==> src/rtl/spi_master_ctrl.sv <==
// spi_master_ctrl
//   Host-side SPI master (mode 0) running one transaction per request.
//   Frame, MSB first: {addr[ADDR_W-1:0], rw, data[DATA_W-1:0]}.
//   SCLK half-period is CLK_DIV clk cycles.
//
//   Optional build macro SPI_MASTER_MISO_SYNC_EN:
//     when defined, miso passes through a 2-flop synchronizer before it is sampled.
//     This option needs CLK_DIV >= 3.
//
// Ports
//   clk    system clock (posedge)      rst_n  synchronous active-low reset
//   start  request, taken when idle    rw     1 = read, 0 = write
//   addr   target address              wdata  write data (ignored for reads)
//   busy   transaction in flight       done   one-cycle end-of-transaction pulse
//   rdata  last read result            sclk   SPI clock, idle low
//   cs     chip select, active low     mosi   serial out
//   miso   serial in
//
// state | meaning
// IDLE  | waiting for start; cs high
// SETUP | cs low, first bit on mosi, sclk low for one half-period
// SHIFT | N bits, each a low half-period then a high half-period
// HOLD  | cs still low after the last sclk fall
// GAP   | cs high for at least one half-period before done
module spi_master_ctrl #(
    parameter int CLK_DIV = 16,
    parameter int ADDR_W  = 7,
    parameter int DATA_W  = 8
) (
    input  logic              clk,
    input  logic              rst_n,
    input  logic              start,
    input  logic              rw,
    input  logic [ADDR_W-1:0] addr,
    input  logic [DATA_W-1:0] wdata,
    output logic              busy,
    output logic              done,
    output logic [DATA_W-1:0] rdata,
    output logic              sclk,
    output logic              cs,
    output logic              mosi,
    input  logic              miso
);

    localparam int N     = ADDR_W + 1 + DATA_W;
    localparam int CNT_W = (CLK_DIV > 1) ? $clog2(CLK_DIV) : 1;
    localparam int BIT_W = $clog2(N);

    typedef enum logic [2:0] {
        S_IDLE,
        S_SETUP,
        S_SHIFT,
        S_HOLD,
        S_GAP
    } state_t;

    state_t             state_q, state_d;
    logic [CNT_W-1:0]   cnt_q, cnt_d;
    logic [BIT_W-1:0]   bit_q, bit_d;
    logic [N-1:0]       shreg_q, shreg_d;
    logic               rw_q, rw_d;
    logic [DATA_W-1:0]  rx_q, rx_d;
    logic [DATA_W-1:0]  rdata_q, rdata_d;
    logic               done_q, done_d;
    logic               sclk_q, sclk_d;
    logic               cs_q, cs_d;
    logic               mosi_q, mosi_d;
    logic               miso_s;
    logic               tc;

`ifdef SPI_MASTER_MISO_SYNC_EN
    logic [1:0] miso_sync_q;

    always_ff @(posedge clk) begin
        if (!rst_n) miso_sync_q <= '0;
        else        miso_sync_q <= {miso_sync_q[0], miso};
    end

    assign miso_s = miso_sync_q[1];
`else
    assign miso_s = miso;
`endif

    assign tc = (cnt_q == CNT_W'(CLK_DIV - 1));

    always_comb begin
        state_d = state_q;
        cnt_d   = tc ? '0 : cnt_q + 1'b1;
        bit_d   = bit_q;
        shreg_d = shreg_q;
        rw_d    = rw_q;
        rx_d    = rx_q;
        rdata_d = rdata_q;
        done_d  = 1'b0;
        sclk_d  = sclk_q;
        cs_d    = cs_q;
        mosi_d  = mosi_q;

        case (state_q)
            S_IDLE: begin
                cnt_d = '0;
                if (start) begin
                    state_d = S_SETUP;
                    rw_d    = rw;
                    // Read frames carry zeros in the data field so mosi stays low there.
                    shreg_d = {addr, rw, (rw ? {DATA_W{1'b0}} : wdata)};
                    mosi_d  = addr[ADDR_W-1];
                    cs_d    = 1'b0;
                    sclk_d  = 1'b0;
                    rx_d    = '0;
                end
            end
            S_SETUP: begin
                if (tc) begin
                    state_d = S_SHIFT;
                    bit_d   = '0;
                end
            end
            S_SHIFT: begin
                if (tc) begin
                    if (!sclk_q) begin
                        sclk_d = 1'b1;
                        // Only the data bits of a read carry peripheral output.
                        if (rw_q && (bit_q > BIT_W'(ADDR_W)))
                            rx_d = {rx_q[DATA_W-2:0], miso_s};
                    end else begin
                        sclk_d = 1'b0;
                        if (bit_q == BIT_W'(N - 1)) begin
                            state_d = S_HOLD;
                            mosi_d  = 1'b0;
                        end else begin
                            bit_d   = bit_q + 1'b1;
                            shreg_d = shreg_q << 1;
                            mosi_d  = shreg_q[N-2];
                        end
                    end
                end
            end
            S_HOLD: begin
                if (tc) begin
                    state_d = S_GAP;
                    cs_d    = 1'b1;
                end
            end
            S_GAP: begin
                if (tc) begin
                    state_d = S_IDLE;
                    done_d  = 1'b1;
                    if (rw_q) rdata_d = rx_q;
                end
            end
            default: begin
                state_d = S_IDLE;
                cs_d    = 1'b1;
                sclk_d  = 1'b0;
                mosi_d  = 1'b0;
            end
        endcase
    end

    always_ff @(posedge clk) begin
        if (!rst_n) begin
            state_q <= S_IDLE;
            cnt_q   <= '0;
            bit_q   <= '0;
            shreg_q <= '0;
            rw_q    <= 1'b0;
            rx_q    <= '0;
            rdata_q <= '0;
            done_q  <= 1'b0;
            sclk_q  <= 1'b0;
            cs_q    <= 1'b1;
            mosi_q  <= 1'b0;
        end else begin
            state_q <= state_d;
            cnt_q   <= cnt_d;
            bit_q   <= bit_d;
            shreg_q <= shreg_d;
            rw_q    <= rw_d;
            rx_q    <= rx_d;
            rdata_q <= rdata_d;
            done_q  <= done_d;
            sclk_q  <= sclk_d;
            cs_q    <= cs_d;
            mosi_q  <= mosi_d;
        end
    end

    assign busy  = (state_q != S_IDLE);
    assign done  = done_q;
    assign rdata = rdata_q;
    assign sclk  = sclk_q;
    assign cs    = cs_q;
    assign mosi  = mosi_q;

endmodule
==> config.mk <==
export PLATFORM = sky130hd
export DESIGN_NAME = spi_master_ctrl
export DESIGN_NICKNAME = d
export VERILOG_FILES = /design/src/rtl/spi_master_ctrl.sv
export SDC_FILE = /design/constraint.sdc
export NUM_CORES = 1
export LEC_CHECK = 0
export ABC_AREA = 1
export CAP_MARGIN = 30
export CORE_AREA = 2 2 70 99
export CTS_BUF_LIST = sky130_fd_sc_hd__clkbuf_8
export DETAILED_ROUTE_END_ITERATION = 8
export DIE_AREA = 0 0 72 101
export SLEW_MARGIN = 20
export SYNTH_ARGS = -nofsm -noshare
export SYNTH_HDL_FRONTEND = slang
export SYNTH_SLANG_ARGS = --single-unit
==> constraint.sdc <==
create_clock -name clk -period 3.2 [get_ports clk]
set_input_delay 0.96 -clock clk [delete_from_list [all_inputs] [get_ports clk]]
set_output_delay 0.96 -clock clk [all_outputs]
set_load 0.03 [all_outputs]
After elaboration in Yosys (flattened, before gate mapping)
Index checks and enable logic that the tools add are counted.
{"block": "word_totals", "ff_bits": 47, "input_bits": 20, "elab_cells": 87}
{"block": "op_classes", "n_addsub": 2, "n_lt_le_gt_ge": 1, "n_eq_ne": 16, "n_mux": 36, "bitwise": 3, "reduce_logical": 18}
{"operator": "$mux 15", "n": 4}
{"operator": "$mux 8", "n": 5}
{"operator": "$pmux 15 s2", "n": 1}
{"operator": "$mux 3", "n": 7}
{"operator": "$ne 2x2->1 const B", "n": 10}
{"operator": "$mux 4", "n": 4}
{"operator": "$pmux 8 s2", "n": 1}
{"operator": "$pmux 3 s5", "n": 1}
{"operator": "$reduce_and 5->1", "n": 3}
{"operator": "$mux 1", "n": 9}
{"operator": "$pmux 1 s3", "n": 3}
{"operator": "$reduce_and 3->1", "n": 3}
{"operator": "$reduce_or 3->1", "n": 3}
{"operator": "$add 4x1->4 const B", "n": 2}
{"operator": "$eq 4x4->1 const B", "n": 2}
{"operator": "$pmux 4 s2", "n": 1}
{"operator": "$reduce_and 7->1", "n": 1}
{"operator": "$eq 3x2->1 const B", "n": 2}
{"operator": "$gt 4x3->1 const B", "n": 1}
{"operator": "$reduce_and 2->1", "n": 2}
{"operator": "$reduce_and 4->1", "n": 1}
{"operator": "$reduce_bool 2->1", "n": 2}
{"operator": "$eq 3x1->1 const B", "n": 1}
{"operator": "$eq 3x3->1 const B", "n": 1}
{"operator": "other kinds (4)", "n": 6}

Longest topological paths before layout
Gate-level depths: netlist of the first run.
{"block": "logic_depth", "ltp_word": 6, "depth_mapped": 9}

Worst setup path after synthesis of the first run
No wires, ideal clock.
{"block": "synth_timing", "kind": "input port to flip-flop", "from": "in start", "to": "reg shreg_q[10]", "arrival_ns": 1.697, "t_required_ns": 3.084, "slack_ns": 1.387, "cell_stages": 7, "path_cell_list": "nand3_1 o21ai_2 buf_4 nand2_2 buf_2 o21ai_0 nor2_1"}
{"block": "synth_via", "elab_chain_len": 2}
{"item": "start, declared", "line_no": "32", "text": "input logic start,"}
{"item": "$ne 2x2->1 (no source line)"}
{"item": "$reduce_and 5->1 (no source line)"}
{"item": "end signal, assigned", "line_no": "178", "text": "shreg_q <= shreg_d;"}
{"item": "end, declared", "line_no": "60", "text": "logic [N-1:0] shreg_q, shreg_d;"}
No other way between the ends.
A chain may end at the register's enable or synchronous reset.

Final worst setup path of the first run
{"block": "layout_timing", "from": "reg state_q[2]", "to": "out busy"}
{"block": "layout_via", "elab_chain_len": 1}
{"item": "start, declared", "line_no": "57", "text": "state_t state_q, state_d;"}
{"item": "start signal, assigned", "line_no": "175", "text": "state_q <= state_d;"}
{"item": "$reduce_bool 3->1", "line_no": "189", "text": "assign busy = (state_q != S_IDLE);"}
{"item": "end, declared", "line_no": "36", "text": "output logic busy,"}
No other way between the ends.

==> results of run 1 <==
## worst max-delay path, delay by kind of cell (launching register included)
family / cells / cell delay [ps]
buf+inv: 3 / 760
flops: 1 / 360
simple gates: 2 / 320
## cells in the mapped netlist
| library cell | count |
|---|---|
| a21oi_1 | 14 |
| a21oi_2 | 1 |
| and2_1 | 1 |
| buf_2 | 5 |
| buf_4 | 1 |
| buf_6 | 2 |
| clkbuf_1 | 4 |
| clkinv_1 | 2 |
| dfxtp_1 | 47 |
| ha_1 | 2 |
| inv_1 | 11 |
| inv_2 | 2 |
| nand2_1 | 71 |
| nand2_2 | 3 |
| nand3_1 | 13 |
| nand3_2 | 1 |
| nand3b_1 | 1 |
| nand4_1 | 8 |
| nor2_1 | 61 |
| nor2_2 | 11 |
| nor2_4 | 1 |
| nor3_1 | 1 |
| nor3_2 | 1 |
| o21a_1 | 8 |
| o21ai_0 | 28 |
| o21ai_2 | 1 |
| xnor2_1 | 2 |
| xor2_1 | 2 |
## logic make-up (layout without fill, tap and decap cells)
| kind of cell | Yosys count | after routing | synth area share [%] |
|---|---|---|---|
| XOR/XNOR | 4 | 4 | 1.620 |
| AND/OR/NAND/NOR | 173 | 173 | 34.59 |
| AO/OA/AOI/OAI | 52 | 52 | 13.30 |
| flip-flops | 47 | 47 | 43.49 |
| buffers and inverters | 27 | 58 | 5.841 |
| adder cells (fa/ha/maj) | 2 | 2 | 1.157 |
## registers in the layout, summed over array words and instances (netlist names), 3 cells and up
name and count:
rdata 8, state_q 3, shreg_q 15, rx_q 8
bit_q 4, cnt_q 4
## where the power goes
group          switching (mW)  internal, mW  leakage [nW]
combinational           0.590         0.317         0.685
sequential             0.0814         0.695         0.383
clock                   0.206         0.257        0.0618
## through the flow
step	utilization, %	hold WS (ps)
3_3_place_gp	39.28	432.2
4_1_cts	41.17	463.7
5_1_grt	41.17	489.9
2_1_floorplan	-	417.6
3_5_place_dp	39.28	450.7
6_report	41.17	455.1
## how the worst max path moves through the flow
stage,startpoint,to,slack [ps],cells past startpoint
finish,state_q[2],busy,510,5
global route,state_q[2],busy,400,5
CTS,state_q[2],busy,480,5
detailed placement,start,shreg_q[14],690,6
global placement,start,shreg_q[1],750,7
floorplan,start,shreg_q[10],1390,7
## layout make-up
class	count	area, um^2
sequential	47	940.9
multi-input combinational	231	1096
fill	672	3787
tap	74	92.59
timing repair buffer	35	342.8
clock buffer	6	82.58
clock inverter	2	38.79
inverter	15	56.30
## metal layers
layer  track usage (%)  vias up
met3             2.900        6
met1             17.53      897
met5                 0        -
li1                  -     1043
met2             24.22       37
met4             5.660        0
==> results_dict.tcl, run 1 <==
set metrics [dict create \
    placementRows 35 \
    layout_commonest_cell "nand2_1" \
    core_area_um2 6437 \
    slew_headroom_pct 61.02 \
    worst-path-max-fanout 7 \
    wl_per_cell_um 11.93 \
    die_area_um2 7272 \
    max_stage_delay_ps 600 \
    ctsHoldBuffers 0 \
    post_cts_buffers 0 \
    hold_viol_final 0 \
    dp_cells 402 \
    ys_seq_area_share_pct 43.49 \
    drt_wl_total_mm 4.891 \
    worst_hold_path.endpoint "cnt_q[0]" \
    tightest_slew_ps 582.6 \
    synth_warnings 0 \
    status "finished clean" \
    wl_met2_mm 2.387 \
    clockBufferDepth 2 \
    drive_gt1_share_pct 9.524 \
    cp_data_arrival_time_ps 1730 \
    regToRegSetupSlack_ps 1070 \
    min_path_cells 1 \
    pin_count 33 \
    globalplace.congestion 0.7961 \
    met3_length_um 213 \
    syn_area_per_cell_um2 7.093 \
    antenna_found_initial 0 \
    setup_tns_ps 0 \
    r2r_end "shreg_q[14]" \
    synth.distinct_cells 28 \
    synthCells 305 \
    viasPerCell 4.837 \
    ctsResizeCount 0 \
    ys_top_cells_by_area "dfxtp_1 43%, nand2_1 12%, nor2_1 11%" \
    path_cells "nor2_4 -> inv_1 -> nor2_1 -> inv_1 -> clkdlybuf4s50_1" \
    initial_core_util_pct 33.61 \
    postRouteAntennaNets 0 \
    drt_iter0_drc 103 \
    post_layout_nonfiller_instances 410 \
    path_clk_slew_ps 80 \
    crit_path_end_kind "output pin" \
    dp_slack_ps 694.2 \
    dpl_cell_area_um2 2529 \
    clock_latency_ps 300 \
    grt_pass1_wl_mm 8.307 \
    skew_ps 9.943 \
    grt_max_degree 33 \
    slowest_stage "clkdlybuf4s50_1" \
    setup_slack_ps 508.4 \
    met1Wirelength_mm 2.197 \
    netlist_area_um2 2163 \
    overflow 0 \
    rr_worst_depth 6 \
    path_class "flip-flop to output pin" \
    synth_area_leader_cell "dfxtp_1" \
    cts_tree "done" \
    cp_common_cell "inv_1" \
    hold_class "flip-flop to flip-flop" \
    p_per_area_nw_per_um2 810.2 \
    dr.pass1.iters 4 \
    grt_usage_pct 14.27 \
    drv_cap 0 \
    rsz0062_at_grt "no" \
    finalPower_mw 2.147 \
    timing.rr.start "state_q[2]" \
    peakVddDrop_uv 282.2 \
    min_from "cnt_q[0]" \
    cts_root_buf "clkbuf_8" \
    syn_nets 327 \
    numCtsBuffers 5 \
    htree_num_levels 2 \
    cp_data_required_time_ps 2240 \
    grt_pass1_vias 1828 \
    fin_area_um2 2650 \
    crit_path_start_kind "flip-flop" \
    die_w_um 72 \
    hpwl_mm 3.484 \
    fp.dieH_um 101 \
    dr.max_layer_used "met4" \
    clock-sinks 47 \
    final_cell_mix "71 x nand2_1, 61 x nor2_1, 47 x dfxtp_1, 32 x clkdlybuf4s50_1, 28 x o21ai_0" \
    antennaDiodeCount 0 \
    area_growth_syn_to_layout_pct 22.50 \
    min_period_ps 2692 \
    drc_errors 0 \
    max_freq_mhz 371.5 \
    via_count 1983 \
    nets 357 \
    setup_violations 0 \
    ys_ff_latch 47 \
    yosysTopAreaCellShare_pct 43.49 \
    fin_crit_sh_pct 84.11 \
    drv_slew 0 \
    numPortBuffers 32 \
    power.leakage_nw 1.130 \
]
No activity file was read; power rests on OpenSTA's default activity.
==> run 2: changes to the inputs <==
==> constraint.sdc (replaced) <==
create_clock -name clk -period 2.2 [get_ports clk]
set_input_delay 0.66 -clock clk [delete_from_list [all_inputs] [get_ports clk]]
set_output_delay 0.66 -clock clk [all_outputs]
set_load 0.03 [all_outputs]
==> results_dict.tcl, run 2 (synthesis gave the netlist of run 1 again) <==
set metrics [dict create \
    seqPwrFrac_pct 36.0 \
    final_cell_mix "71 x nand2_1, 61 x nor2_1, 47 x dfxtp_1, 31 x clkdlybuf4s50_1, 28 x o21ai_0" \
    grt_max_degree 20 \
    drive_gt1_share_pct 11.11 \
    drv_cap 0 \
    nFillCells 677 \
    grt_usage_pct 14.53 \
    fin_crit_sh_pct 94.54 \
    antenna_found_initial 0 \
    drc_errors 0 \
    p_per_area_nw_per_um2 1166 \
    initial_core_util_pct 33.61 \
    wl_met2_mm 2.373 \
    p_sw_share_pct 40.84 \
    dp_slack_ps 133.2 \
    postRouteAntennaNets 0 \
    nets 363 \
    slew_headroom_pct 70.58 \
    setup_violations 0 \
    hpwl_mm 3.526 \
    max_freq_mhz 480.8 \
    placementRows 35 \
    hold_class "flip-flop to flip-flop" \
    clock-sinks 47 \
    p_int_mw 1.855 \
    regToRegSetupSlack_ps 360 \
    via_count 1970 \
    rr_worst_depth 8 \
    p_clk_share_pct 20.9 \
    path_clk_slew_ps 90 \
    htree_num_levels 2 \
    dpl_cell_area_um2 2566 \
    pin_count 33 \
    timing.rr.start "state_q[2]" \
    skew_ps 6.696 \
    status "finished clean" \
    largest_register_ffs 15 \
    worst-path-max-fanout 5 \
    post_layout_nonfiller_instances 416 \
    cp_data_required_time_ps 1540 \
    peakVddDrop_uv 454.2 \
    hold_viol_final 0 \
    crit_path_start_kind "flip-flop" \
    numCtsBuffers 5 \
    fin_area_um2 2689 \
    clockBufferDepth 2 \
    clock_latency_ps 300 \
    met1Wirelength_mm 2.237 \
    cp-endpoint "busy" \
    dp_cells 407 \
    setup_slack_ps 120.2 \
    die_area_um2 7272 \
    drt_wl_total_mm 4.894 \
    antennaDiodeCount 0 \
    drt_iter0_drc 94 \
    power.leakage_nw 1.158 \
    globalplace.congestion 0.8575 \
    tightest_slew_ps 440.8 \
    combPwrFrac_pct 43.1 \
    layout_commonest_cell "nand2_1" \
    dr.pass1.iters 4 \
    min_period_ps 2080 \
    met3_length_um 185 \
    grt_pass1_wl_mm 8.459 \
    crit_path_end_kind "output pin" \
    grt_pass1_vias 1883 \
    core_area_um2 6437 \
    cp-startpoint "state_q[0]" \
    area_growth_syn_to_layout_pct 24.29 \
    wl_per_cell_um 11.76 \
    p_switching_mw 1.280 \
    drv_slew 0 \
    overflow 0 \
    top_register "shreg_q" \
    finalPower_mw 3.135 \
    path_class "flip-flop to output pin" \
    cts_tree "done" \
    cts_root_buf "clkbuf_8" \
    cp_data_arrival_time_ps 1420 \
    min_from "cnt_q[0]" \
    fp.dieH_um 101 \
    viasPerCell 4.736 \
    r2r_end "rx_q[0]" \
    dr.max_layer_used "met4" \
    die_w_um 72 \
    numPortBuffers 32 \
]
-- run 2: cell count changes in the layout (fill, tap and decap cells not counted) --
cell / delta
clkbuf_8: -1
clkinv_4: +1
dlygate4sd2_1: +1
buf_4: +6
clkdlybuf4s50_1: -1
-- run 2: metal layers --
metal,vias to the layer above,GRT usage [%]
met5,-,0
met4,0,6.096
met3,9,2.800
met2,37,24.93
met1,869,17.54
li1,1055,-
-- run 2: final cells by class --
| cell class | count | area, um^2 | share of cell area (%) |
|---|---|---|---|
| Inverter | 15 | 56.30 | 2.094 |
| Tap cell | 74 | 92.59 | 3.443 |
| Clock buffer | 5 | 68.82 | 2.559 |
| Clock inverter | 3 | 47.55 | 1.768 |
| Sequential cell | 47 | 940.9 | 34.99 |
| Timing Repair Buffer | 41 | 386.6 | 14.38 |
| Multi-Input combinational cell | 231 | 1096 | 40.76 |
-- run 2: critical path, stage by stage, from the launching register on --
cell	delay, ps
dfxtp_1	350
nor2_4	150
inv_1	50
nor2_1	120
inv_1	90
dlygate4sd2_1	360
-- run 2: how the worst min path moves through the flow --
stage               end  depth (start not counted)
2_1_floorplan  cnt_q[0]                          1
3_3_place_gp   cnt_q[0]                          1
3_5_place_dp   cnt_q[0]                          1
4_1_cts        cnt_q[0]                          1
5_1_grt        cnt_q[0]                          1
6_report       cnt_q[0]                          1
-- run 2: stage by stage --
stage / hold slack, ps / TNS, ps / utilization, %
2_1_floorplan: 417.6 / 0 / -
3_3_place_gp: 432.9 / 0 / 39.86
3_5_place_dp: 443.8 / 0 / 39.86
4_1_cts: 456.8 / 0 / 41.65
5_1_grt: 479.1 / -0.8533 / 41.77
6_report: 452.2 / 0 / 41.77
-- run 2: power groups by stage --
stage               logic, mW  registers (mW)  clock network (mW)
global route             1.57            1.15               0.714
finish                   1.35            1.13               0.654
detailed placement       1.35            1.15                   0
floorplan                1.01            1.17                   0
CTS                      1.35            1.13               0.683
global placement         1.35            1.15                   0
-- run 2: timing repair --
action / 4_1_cts / 5_1_grt
hold endpoints to repair: 0 / 0
hold buffers: 0 / 0
setup endpoints to repair: 1 / 1
setup buffers: 0 / 1
pin swaps: 0 / 1
gates resized for setup: 1 / 0
==> run 3: changes to the inputs <==
--- a/config.mk
+++ b/config.mk
@@ -11,6 +11,7 @@
 export CTS_BUF_LIST = sky130_fd_sc_hd__clkbuf_8
 export DETAILED_ROUTE_END_ITERATION = 8
 export DIE_AREA = 0 0 72 101
+export REMOVE_ABC_BUFFERS = 1
 export SLEW_MARGIN = 20
 export SYNTH_ARGS = -nofsm -noshare
 export SYNTH_HDL_FRONTEND = slang
==> results_dict.tcl, run 3 (synthesis gave the netlist of run 1 again) <==
set metrics [dict create \
    p_sw_share_pct 40.59 \
    clock_latency_ps 300 \
    setup_slack_ps 153.1 \
    via_count 1997 \
    min_path_cells 1 \
    core_area_um2 6437 \
    slew_headroom_pct 71.20 \
    cts_tree "done" \
    finalPower_mw 3.163 \
    worst_hold_path.endpoint "cnt_q[0]" \
    die_area_um2 7272 \
    postRouteAntennaNets 0 \
    r2r_end "rx_q[2]" \
    area_growth_syn_to_layout_pct 25.16 \
    drive_gt1_share_pct 11.37 \
    drc_errors 0 \
    rr_worst_depth 8 \
    tightest_slew_ps 431.5 \
    drt_iter0_drc 111 \
    grt_usage_pct 14.19 \
    grt_pass1_wl_mm 8.176 \
    dpl_cell_area_um2 2586 \
    max_stage_delay_ps 360 \
    dp_cells 408 \
    status "finished clean" \
    fp.dieH_um 101 \
    crit_family "buffers and inverters" \
    min_period_ps 2047 \
    cp_data_required_time_ps 1540 \
    slowest_stage "dlygate4sd2_1" \
    cp_data_arrival_time_ps 1390 \
    grt_pass1_vias 1823 \
    overflow 0 \
    numPortBuffers 32 \
    antennaDiodeCount 0 \
    cp_common_cell "inv_1" \
    drv_cap 0 \
    skew_ps 8.713 \
    dp_slack_ps 128.5 \
    p_int_mw 1.879 \
    regToRegSetupSlack_ps 400 \
    viasPerCell 4.789 \
    timing.rr.start "state_q[2]" \
    post_layout_nonfiller_instances 417 \
    die_w_um 72 \
    crit_path_start_kind "flip-flop" \
    combPwrFrac_pct 44.3 \
    nFillCells 699 \
    htree_num_levels 2 \
    setup_tns_ps 0 \
    min_from "cnt_q[0]" \
    numCtsBuffers 5 \
    top_register "shreg_q" \
    max_freq_mhz 488.5 \
    hold_viol_final 0 \
    rsz0062_at_grt "no" \
    nets 364 \
    largest_register_ffs 15 \
    dr.pass1.iters 4 \
    drt_wl_total_mm 4.832 \
    antenna_found_initial 0 \
    wl_per_cell_um 11.59 \
    setup_violations 0 \
    hold_class "flip-flop to flip-flop" \
    final_cell_mix "71 x nand2_1, 61 x nor2_1, 47 x dfxtp_1, 31 x clkdlybuf4s50_1, 28 x o21ai_0" \
    pin_count 33 \
    grt_use_met3_pct 3.100 \
    clockBufferDepth 2 \
    timing.hold.ws_ps 455.5 \
    p_clk_share_pct 20.5 \
    seqPwrFrac_pct 35.2 \
    cts_root_buf "clkbuf_8" \
    gr-usage-met2_pct 24.72 \
    fin_util_pct 42.06 \
    peakVddDrop_uv 388.2 \
    grt_busiest_layer "met2" \
    power.leakage_nw 1.163 \
    p_per_area_nw_per_um2 1168 \
    initial_core_util_pct 33.61 \
    layout_commonest_cell "nand2_1" \
    path_class "flip-flop to output pin" \
    worst-path-max-fanout 3 \
    crit_path_end_kind "output pin" \
    fin_area_um2 2708 \
    hpwl_mm 3.498 \
    p_switching_mw 1.284 \
    ctsHoldBuffers 0 \
    placementRows 35 \
    path_cells "nor2_4 -> inv_1 -> nor2_1 -> inv_1 -> dlygate4sd2_1" \
    grt_use_met1_pct 17.08 \
    clock-sinks 47 \
    grt_max_degree 26 \
    drv_slew 0 \
    worst-path-buf-inv 3 \
    path_clk_slew_ps 90 \
    fin_crit_sh_pct 93.04 \
    globalplace.congestion 0.8149 \
]
-- run 3: cell types whose count changed in the layout (fill, tap and decap cells not counted), sizes merged --
| cell | before | now |
|---|---|---|
| buf | 9 | 10 |
| clkinv | 3 | 2 |
| clkinvlp | 0 | 1 |
-- run 3: layout make-up --
| class | instances | area (um^2) | area share (%) |
|---|---|---|---|
| multi-input cells | 231 | 1096 | 40.48 |
| flip-flops and latches | 47 | 940.9 | 34.75 |
| repair buffers | 42 | 406.6 | 15.02 |
| well taps | 74 | 92.59 | 3.420 |
| clock buffers | 5 | 68.82 | 2.542 |
| inverters | 15 | 56.30 | 2.079 |
| clock inverters | 3 | 46.29 | 1.710 |
-- run 3: worst register-to-register path, stage by stage (launching register included) --
cell and delay [ps]:
dfxtp_1 430, nor2_4 60, buf_4 150, nand2_2 140
clkinv_1 270, nand2_2 250, nand2_1 210, nand2_1 120
a21oi_1 60
-- run 3: worst max-delay path by stage --
stage,start,endpoint,depth (start not counted)
after global placement,state_q[2],busy,5
after detailed placement,state_q[2],busy,5
after CTS,state_q[2],busy,5
after floorplan,state_q[2],shreg_q[0],6
after global routing,state_q[0],busy,5
final,state_q[0],busy,5
-- run 3: timing repair --
action                                  in CTS  in global routing
pin swaps                                    0                  1
gates resized for setup                      1                  0
setup buffers                                0                  1
endpoints found under the setup margin       1                  1
endpoints found under the hold margin        0                  0
gates cloned                                 0                  0
-- run 3: power groups by stage --
stage | clock [mW] | combinational [mW] | sequential [mW]
finish | 0.649 | 1.40 | 1.11
global route | 0.716 | 1.58 | 1.13
CTS | 0.681 | 1.41 | 1.12
detailed placement | 0 | 1.41 | 1.13
global placement | 0 | 1.39 | 1.13
floorplan | 0 | 0.911 | 1.17
-- run 3: layer usage --
metal / wire length, um / vias up
li1: - / 1058
met1: 2137 / 887
met2: 2420 / 47
met3: 203 / 5
met4: 70 / 0
met5: 0 / -
